### config.mk
export PLATFORM = sky130hd
export DESIGN_NAME = mmio_xbar_nslv_flat
export DESIGN_NICKNAME = d
export VERILOG_FILES = /design/src/rtl/mmio_xbar_nslv_pkg.sv /design/src/rtl/mmio_xbar_nslv_if.sv /design/src/rtl/mmio_xbar_nslv_addr_decode.sv /design/src/rtl/mmio_xbar_nslv.sv /design/src/flat_wrapper.sv
export SDC_FILE = /design/constraint.sdc
export NUM_CORES = 1
export LEC_CHECK = 0
export ABC_AREA = 1
export BUFFER_PORTS_ARGS = -buffer_cell sky130_fd_sc_hd__buf_2
export CORE_MARGIN = 2
export CORE_UTILIZATION = 42
export DETAILED_ROUTE_END_ITERATION = 12
export HOLD_SLACK_MARGIN = 0.02
export PLACE_DENSITY_LB_ADDON = 0.25
export SETUP_SLACK_MARGIN = 0.5
export SLEW_MARGIN = 15
export SYNTH_ARGS = -nofsm -noshare
export SYNTH_HDL_FRONTEND = slang
export SYNTH_HIERARCHICAL = 1
export SYNTH_SLANG_ARGS = --single-unit
### constraint.sdc
create_clock -name i_clk -period 1.5 [get_ports i_clk]
set_input_delay 0.15 -clock i_clk [delete_from_list [all_inputs] [get_ports i_clk]]
set_output_delay 0.15 -clock i_clk [all_outputs]
set_load 0.01 [all_outputs]
### src/rtl/mmio_xbar_nslv_pkg.sv
// Shared definitions for the MMIO crossbar: bus widths, FSM state encoding
// and the data word returned when a read is aborted.
package mmio_xbar_nslv_pkg;

  localparam int ADDR_W = 30;
  localparam int DATA_W = 32;
  localparam int MASK_W = 4;

  localparam logic [DATA_W-1:0] MMIO_RD_TIMEOUT_DATA = 32'hDEAD_BEEF;

  typedef enum logic [1:0] {
    ST_IDLE  = 2'd0,
    ST_ISSUE = 2'd1,
    ST_WAIT  = 2'd2,
    ST_DONE  = 2'd3
  } state_e;

endpackage

### src/rtl/mmio_xbar_nslv_if.sv
// Bundle of the CPU load/store port and the shared slave-side bus of the
// crossbar; the crossbar uses the slave view, the CPU/peripheral side the master view.
interface mmio_xbar_nslv_if
  import mmio_xbar_nslv_pkg::*;
#(
  parameter int N_SLV = 4
);

  logic [ADDR_W-1:0]       mmio_addr;
  logic [DATA_W-1:0]       mmio_wdata;
  logic [MASK_W-1:0]       mmio_mask;
  logic                    mmio_wren;
  logic                    mmio_rden;
  logic [DATA_W-1:0]       mmio_rdata;
  logic                    mmio_stall;

  logic [ADDR_W-1:0]       slv_addr;
  logic [DATA_W-1:0]       slv_data;
  logic [MASK_W-1:0]       slv_mask;
  logic [N_SLV-1:0]        slv_wren;
  logic [N_SLV-1:0]        slv_rden;
  logic [N_SLV*DATA_W-1:0] slv_rdata;
  logic [N_SLV-1:0]        slv_rvalid;

  logic                    err;

  modport slave (
    input  mmio_addr, mmio_wdata, mmio_mask, mmio_wren, mmio_rden,
    output mmio_rdata, mmio_stall,
    output slv_addr, slv_data, slv_mask, slv_wren, slv_rden,
    input  slv_rdata, slv_rvalid,
    output err
  );

  modport master (
    output mmio_addr, mmio_wdata, mmio_mask, mmio_wren, mmio_rden,
    input  mmio_rdata, mmio_stall,
    input  slv_addr, slv_data, slv_mask, slv_wren, slv_rden,
    output slv_rdata, slv_rvalid,
    input  err
  );

endinterface

### src/rtl/mmio_xbar_nslv_addr_decode.sv
// Combinational base/mask address decoder; the lowest-indexed matching
// slave wins, and no match at all reports a miss (hit=0, sel=0).
module mmio_xbar_nslv_addr_decode
  import mmio_xbar_nslv_pkg::*;
#(
  parameter int                        N_SLV = 4,
  parameter logic [N_SLV*ADDR_W-1:0]   BASE  = {N_SLV{30'h0}},
  parameter logic [N_SLV*ADDR_W-1:0]   AMASK = {N_SLV{30'h3FFF_FFFF}}
) (
  input  logic [ADDR_W-1:0] addr,
  output logic [N_SLV-1:0]  sel,
  output logic              hit
);

  // Scan from the top so the lowest matching index is the last one written.
  always_comb begin
    sel = '0;
    hit = 1'b0;
    for (int i = N_SLV - 1; i >= 0; i--) begin
      if ((addr & AMASK[ADDR_W*i +: ADDR_W]) == BASE[ADDR_W*i +: ADDR_W]) begin
        sel    = '0;
        sel[i] = 1'b1;
        hit    = 1'b1;
      end
    end
  end

endmodule

### src/rtl/mmio_xbar_nslv.sv
// MMIO crossbar: stalls the CPU for one access at a time, issues a one-cycle
// strobe to the decoded slave, waits for read data with a timeout, flags errors.
module mmio_xbar_nslv
  import mmio_xbar_nslv_pkg::*;
#(
  parameter int                        N_SLV   = 4,
  parameter logic [N_SLV*ADDR_W-1:0]   BASE    = {N_SLV{30'h0}},
  parameter logic [N_SLV*ADDR_W-1:0]   AMASK   = {N_SLV{30'h3FFF_FFFF}},
  parameter int                        TIMEOUT = 15
) (
  input  logic                   i_clk,
  input  logic                   i_rst_n,
  mmio_xbar_nslv_if.slave        bus
);

  localparam int              CNT_W    = (TIMEOUT > 1) ? $clog2(TIMEOUT) : 1;
  localparam logic [CNT_W-1:0] CNT_LAST = CNT_W'(TIMEOUT - 1);

  state_e              state;
  logic                wr_q;
  logic                hit_q;
  logic [N_SLV-1:0]    sel_q;
  logic [ADDR_W-1:0]   addr_q;
  logic [DATA_W-1:0]   data_q;
  logic [MASK_W-1:0]   mask_q;
  logic [N_SLV-1:0]    wren_q;
  logic [N_SLV-1:0]    rden_q;
  logic [DATA_W-1:0]   rdata_q;
  logic [CNT_W-1:0]    cnt_q;
  logic                err_q;

  logic [N_SLV-1:0]    dec_sel;
  logic                dec_hit;
  logic                rsel_vld;
  logic [DATA_W-1:0]   rsel_data;
  logic                req;

  mmio_xbar_nslv_addr_decode #(
    .N_SLV (N_SLV),
    .BASE  (BASE),
    .AMASK (AMASK)
  ) u_decode (
    .addr (bus.mmio_addr),
    .sel  (dec_sel),
    .hit  (dec_hit)
  );

  assign req = bus.mmio_wren | bus.mmio_rden;

  // Only the selected slave's rvalid/rdata are visible to the FSM.
  always_comb begin
    rsel_vld  = |(bus.slv_rvalid & sel_q);
    rsel_data = '0;
    for (int i = 0; i < N_SLV; i++) begin
      if (sel_q[i]) rsel_data = rsel_data | bus.slv_rdata[DATA_W*i +: DATA_W];
    end
  end

  always_comb begin
    case (state)
      ST_IDLE: bus.mmio_stall = req;
      ST_DONE: bus.mmio_stall = 1'b0;
      default: bus.mmio_stall = 1'b1;
    endcase
  end

  always_ff @(posedge i_clk or negedge i_rst_n) begin
    if (!i_rst_n) begin
      state   <= ST_IDLE;
      wr_q    <= 1'b0;
      hit_q   <= 1'b0;
      sel_q   <= '0;
      addr_q  <= '0;
      data_q  <= '0;
      mask_q  <= '0;
      wren_q  <= '0;
      rden_q  <= '0;
      rdata_q <= '0;
      cnt_q   <= '0;
      err_q   <= 1'b0;
    end else begin
      wren_q <= '0;
      rden_q <= '0;
      case (state)
        ST_IDLE: begin
          if (req) begin
            addr_q  <= bus.mmio_addr;
            data_q  <= bus.mmio_wdata;
            mask_q  <= bus.mmio_mask;
            wr_q    <= bus.mmio_wren;
            sel_q   <= dec_sel;
            hit_q   <= dec_hit;
            rdata_q <= '0;
            // Strobe is registered here so it is visible during ISSUE; a
            // simultaneous read+write request is handled as a write.
            if (bus.mmio_wren) wren_q <= dec_sel;
            else               rden_q <= dec_sel;
            state   <= ST_ISSUE;
          end
        end
        ST_ISSUE: begin
          cnt_q <= '0;
          if (!hit_q) begin
            err_q <= 1'b1;
            state <= ST_DONE;
          end else if (wr_q) begin
            state <= ST_DONE;
          end else begin
            state <= ST_WAIT;
          end
        end
        ST_WAIT: begin
          if (rsel_vld) begin
            rdata_q <= rsel_data;
            state   <= ST_DONE;
          end else if (cnt_q == CNT_LAST) begin
            rdata_q <= MMIO_RD_TIMEOUT_DATA;
            err_q   <= 1'b1;
            state   <= ST_DONE;
          end else begin
            cnt_q <= cnt_q + 1'b1;
          end
        end
        default: state <= ST_IDLE;
      endcase
    end
  end

  assign bus.slv_addr   = addr_q;
  assign bus.slv_data   = data_q;
  assign bus.slv_mask   = mask_q;
  assign bus.slv_wren   = wren_q;
  assign bus.slv_rden   = rden_q;
  assign bus.mmio_rdata = rdata_q;
  assign bus.err        = err_q;

endmodule

### src/flat_wrapper.sv
// flat-port wrapper written by rule: the top's interface ports become plain ports
module mmio_xbar_nslv_flat import mmio_xbar_nslv_pkg::*;
#(
  parameter int                        N_SLV   = 4,
  parameter logic [N_SLV*ADDR_W-1:0]   BASE    = {N_SLV{30'h0}},
  parameter logic [N_SLV*ADDR_W-1:0]   AMASK   = {N_SLV{30'h3FFF_FFFF}},
  parameter int                        TIMEOUT = 15
)
  (i_clk, i_rst_n, bus_mmio_addr, bus_mmio_wdata, bus_mmio_mask, bus_mmio_wren, bus_mmio_rden, bus_mmio_rdata, bus_mmio_stall, bus_slv_addr, bus_slv_data, bus_slv_mask, bus_slv_wren, bus_slv_rden, bus_slv_rdata, bus_slv_rvalid, bus_err);
  mmio_xbar_nslv_if #(.N_SLV(N_SLV)) bus_i ();
  input  logic i_clk;
  input  logic i_rst_n;
  input wire logic [$bits(bus_i.mmio_addr)-1:0] bus_mmio_addr;
  input wire logic [$bits(bus_i.mmio_wdata)-1:0] bus_mmio_wdata;
  input wire logic [$bits(bus_i.mmio_mask)-1:0] bus_mmio_mask;
  input wire logic [$bits(bus_i.mmio_wren)-1:0] bus_mmio_wren;
  input wire logic [$bits(bus_i.mmio_rden)-1:0] bus_mmio_rden;
  output wire logic [$bits(bus_i.mmio_rdata)-1:0] bus_mmio_rdata;
  output wire logic [$bits(bus_i.mmio_stall)-1:0] bus_mmio_stall;
  output wire logic [$bits(bus_i.slv_addr)-1:0] bus_slv_addr;
  output wire logic [$bits(bus_i.slv_data)-1:0] bus_slv_data;
  output wire logic [$bits(bus_i.slv_mask)-1:0] bus_slv_mask;
  output wire logic [$bits(bus_i.slv_wren)-1:0] bus_slv_wren;
  output wire logic [$bits(bus_i.slv_rden)-1:0] bus_slv_rden;
  input wire logic [$bits(bus_i.slv_rdata)-1:0] bus_slv_rdata;
  input wire logic [$bits(bus_i.slv_rvalid)-1:0] bus_slv_rvalid;
  output wire logic [$bits(bus_i.err)-1:0] bus_err;
  assign bus_i.mmio_addr = bus_mmio_addr;
  assign bus_i.mmio_wdata = bus_mmio_wdata;
  assign bus_i.mmio_mask = bus_mmio_mask;
  assign bus_i.mmio_wren = bus_mmio_wren;
  assign bus_i.mmio_rden = bus_mmio_rden;
  assign bus_mmio_rdata = bus_i.mmio_rdata;
  assign bus_mmio_stall = bus_i.mmio_stall;
  assign bus_slv_addr = bus_i.slv_addr;
  assign bus_slv_data = bus_i.slv_data;
  assign bus_slv_mask = bus_i.slv_mask;
  assign bus_slv_wren = bus_i.slv_wren;
  assign bus_slv_rden = bus_i.slv_rden;
  assign bus_i.slv_rdata = bus_slv_rdata;
  assign bus_i.slv_rvalid = bus_slv_rvalid;
  assign bus_err = bus_i.err;
  mmio_xbar_nslv #(.N_SLV(N_SLV), .BASE(BASE), .AMASK(AMASK), .TIMEOUT(TIMEOUT)) u_core (.i_clk(i_clk), .i_rst_n(i_rst_n), .bus(bus_i));
endmodule
==> results.ini <==
[status]
status = finished with violations
violations = negative setup slack

[route]
detail_route.iter0.violations = 441
vias = 7187
ant_nets = 0
routedWlPerCell_um = 16.2
viasPerCell = 4.83
drc_errors = 0
drt-pass1-iter-count = 5
drt-total-wl_mm = 24.1

[logic_synthesis]
ys.flop_type = dfrtp_1
ys_async_sr_fraction_pct = 100
synth.distinct_cells = 28
synth-edff-count = 0
ys_ff_latch = 119
syn_inst = 812
yosys_warnings = 6
synth_common_cells = nand2_1, dfrtp_1, nor2_1, buf_2, o21ai_2
synth_top_cell_by_area = dfrtp_1
ys_seq_area_share_pct = 49.3
synth.area.top_cells = dfrtp_1, nand2_1, o21ai_2
synthesis.area_sq_um = 6040
yosysMostFrequentCell = nand2_1
synth_top_cell_area_share_pct = 49.3
syn_area_per_cell_sq_um = 7.44

[clock_network]
cts_tree = yes
clk_pin_slew_ns = 0.05
root_buffer = clkbuf_16
insertion_delay_ns = 0.41
clockBufferDepth = 2
h-tree-depth = 4
cts_buffers = 17
cts_sinks = 119

[floorplan]
die_area_sq_um = 15400
dieWidth_um = 124
rows = 43
dieHeight_um = 124
start_util_pct = 43.2
core_area_sq_um = 14000
num_io_pins = 310

[place]
port_buffers = 309
place_congestion = 0.815
dp_slack_ns = 0.0450
hpwlAfterDp_mm = 13.6

[cells_and_area]
final_util_pct = 76.4
nFillCells = 970
final_net_count = 1503
layout-drive-gt1-share_pct = 43.2
areaGrowthSynthToFinish_pct = 76.8

[critical_path]
critPathKind = reg2out
endpoint_kind = output pin
slowest_delay_ns = 0.40
cp_slowest_cell = dfrtp_1
cp.arrival_ns = 1.46
critPathRequiredTime_ns = 1.35
path_max_fanout = 3
cpMostUsedCell = inv_2
cpLargestDelayFamily = flip-flops
crit_chain = inv_2, ha_4, inv_2, nor2_4, inv_6, o21ai_4, buf_6
startpoint_type = flip-flop
cp_num_buf_inv = 4

[grt]
grt_usage_pct = 29.2
antenna_found_initial = 2
overflow = 0
grt_max_degree = 62
grt_pass1_wl_mm = 33.8
first_global_vias = 6927

[pwr]
power.density_nw_per_um2 = 2140
power_frac_clock_pct = 17.9
switching_share_pct = 40.2
intPower_w = 0.0136
leakagePower_nw = 5.95
combPwrFrac_pct = 58.4
p_switching_w = 0.00917
peakVddDrop_v = 0.00129
pwr-share-seq_pct = 23.8

[run]
max-cap-violations = 0

[timing]
drv_slew = 0
rsz0062_at_grt = yes
final_hold_viol_count = 0
holdWs_ns = 0.0821
period_minus_slack_ns = 1.61
report.final.setup_viol = 89
timing.final.ws_setup_ns = -0.108
finalCritPeriodShare_pct = 107
final.setup.tns_ns = -3.15
skew_ns = 0.00450
max_freq_mhz = 622

[hold_path]
hold_path_class = in2reg

[stage by stage]
stage                     power (W)  cell area [sq um]  cells
after global placement       0.0136               7890   1290
after global routing         0.0241              10700   1489
after CTS                    0.0208              10000   1446
after detailed placement     0.0137               7890   1290
after floorplan              0.0109               6170    814
final                        0.0228              10700   1489
[worst paths after layout]
kind                                                          from                                    end  slack, ns  cells past startpoint
worst max-delay path                   u_core/state[1]$_DFFE_PN0P_                         bus_mmio_stall      -0.11                      7
worst min register to register  u_core/bus.slv_data[2]$_DFFE_PN0P_     u_core/bus.slv_data[2]$_DFFE_PN0P_       0.47                      2
worst min-delay path                                 bus_mmio_wren       u_core/bus.slv_wren[0]$_DFF_PN0_       0.08                      3
worst max register to register         u_core/state[1]$_DFFE_PN0P_  u_core/bus.mmio_rdata[23]$_DFFE_PN0P_      -0.10                      9
max in group asynchronous                                  i_rst_n     u_core/bus.slv_mask[3]$_DFFE_PN0P_       0.72                      3
min in group asynchronous                                  i_rst_n    u_core/bus.slv_data[11]$_DFFE_PN0P_       0.17                      2
[what timing repair did]
item	CTS	global route
cloned	9	2
endpoints found under the setup margin	221	221
resized for setup	83	51
pin swaps	13	7
hold buffers	68	0
setup buffers	47	40
hold endpoints to repair	186	0
[power groups by stage]
| stage | Sequential [W] | Combinational [W] | Clock [W] |
|---|---|---|---|
| 2_1_floorplan | 0.00580 | 0.00514 | 0 |
| 3_3_place_gp | 0.00528 | 0.00828 | 0 |
| 3_5_place_dp | 0.00525 | 0.00847 | 0 |
| 4_1_cts | 0.00525 | 0.0114 | 0.00411 |
| 5_1_grt | 0.00554 | 0.0143 | 0.00428 |
| 6_report | 0.00543 | 0.0133 | 0.00408 |
[tightest hold or removal path: stages]
cell and delay, ns:
buf_2 0.16, nand2_4 0.11, nor2_1 0.04
[layout by cell type, fill, tap and decap left out, types with 4 or more instances in the layout]
cell type / n
buf_4: 96
nand4_1: 8
o21ai_2: 30
nand3_1: 5
dfrtp_1: 119
clkbuf_16: 19
nand2_2: 34
clkinvlp_4: 4
buf_12: 9
inv_2: 5
nand2_1: 468
nor2_4: 5
buf_6: 56
buf_16: 8
buf_8: 6
nor2_1: 52
nand2_4: 11
dlygate4sd3_1: 68
buf_2: 260
inv_1: 6
[sequential cells by signal, summed over array words and instances, names as in the netlist]
register and count:
u_core/bus.err 1, u_core/bus.mmio_rdata 32, u_core/bus.slv_addr 30, u_core/bus.slv_data 32, u_core/bus.slv_mask 4, u_core/bus.slv_rden 4, u_core/bus.slv_wren 4, u_core/cnt_q 4
u_core/hit_q 1, u_core/sel_q 4, u_core/state 2, u_core/wr_q 1
[cells by family after synthesis]
family / share of synthesized area [%]
buf+inv: 5.61
other cells: 0.0620
fa+ha+maj: 1.24
simple gates: 38.4
xor+xnor: 0.290
flops: 49.3
compound gates: 5.17
[metal layers]
| metal | part of all wire [%] | track usage (%) |
|---|---|---|
| met1 | 37 | 31.2 |
| met2 | 52 | 54.1 |
| met3 | 8.3 | 8.42 |
| met4 | 2.9 | 11.4 |
| met5 | 0.054 | 0 |
[area by class of cell]
cell class | count | area [sq um] | share of cell area, %
Antenna cell | 1 | 2.50 | 0.0234
Clock buffer | 21 | 470 | 4.40
Clock inverter | 11 | 123 | 1.15
Inverter | 14 | 67.6 | 0.632
Multi-Input combinational cell | 638 | 2950 | 27.6
Sequential cell | 119 | 2980 | 27.9
Tap cell | 180 | 225 | 2.11
Timing Repair Buffer | 505 | 3870 | 36.2
Note: power is estimated with default switching activity, not from simulation.
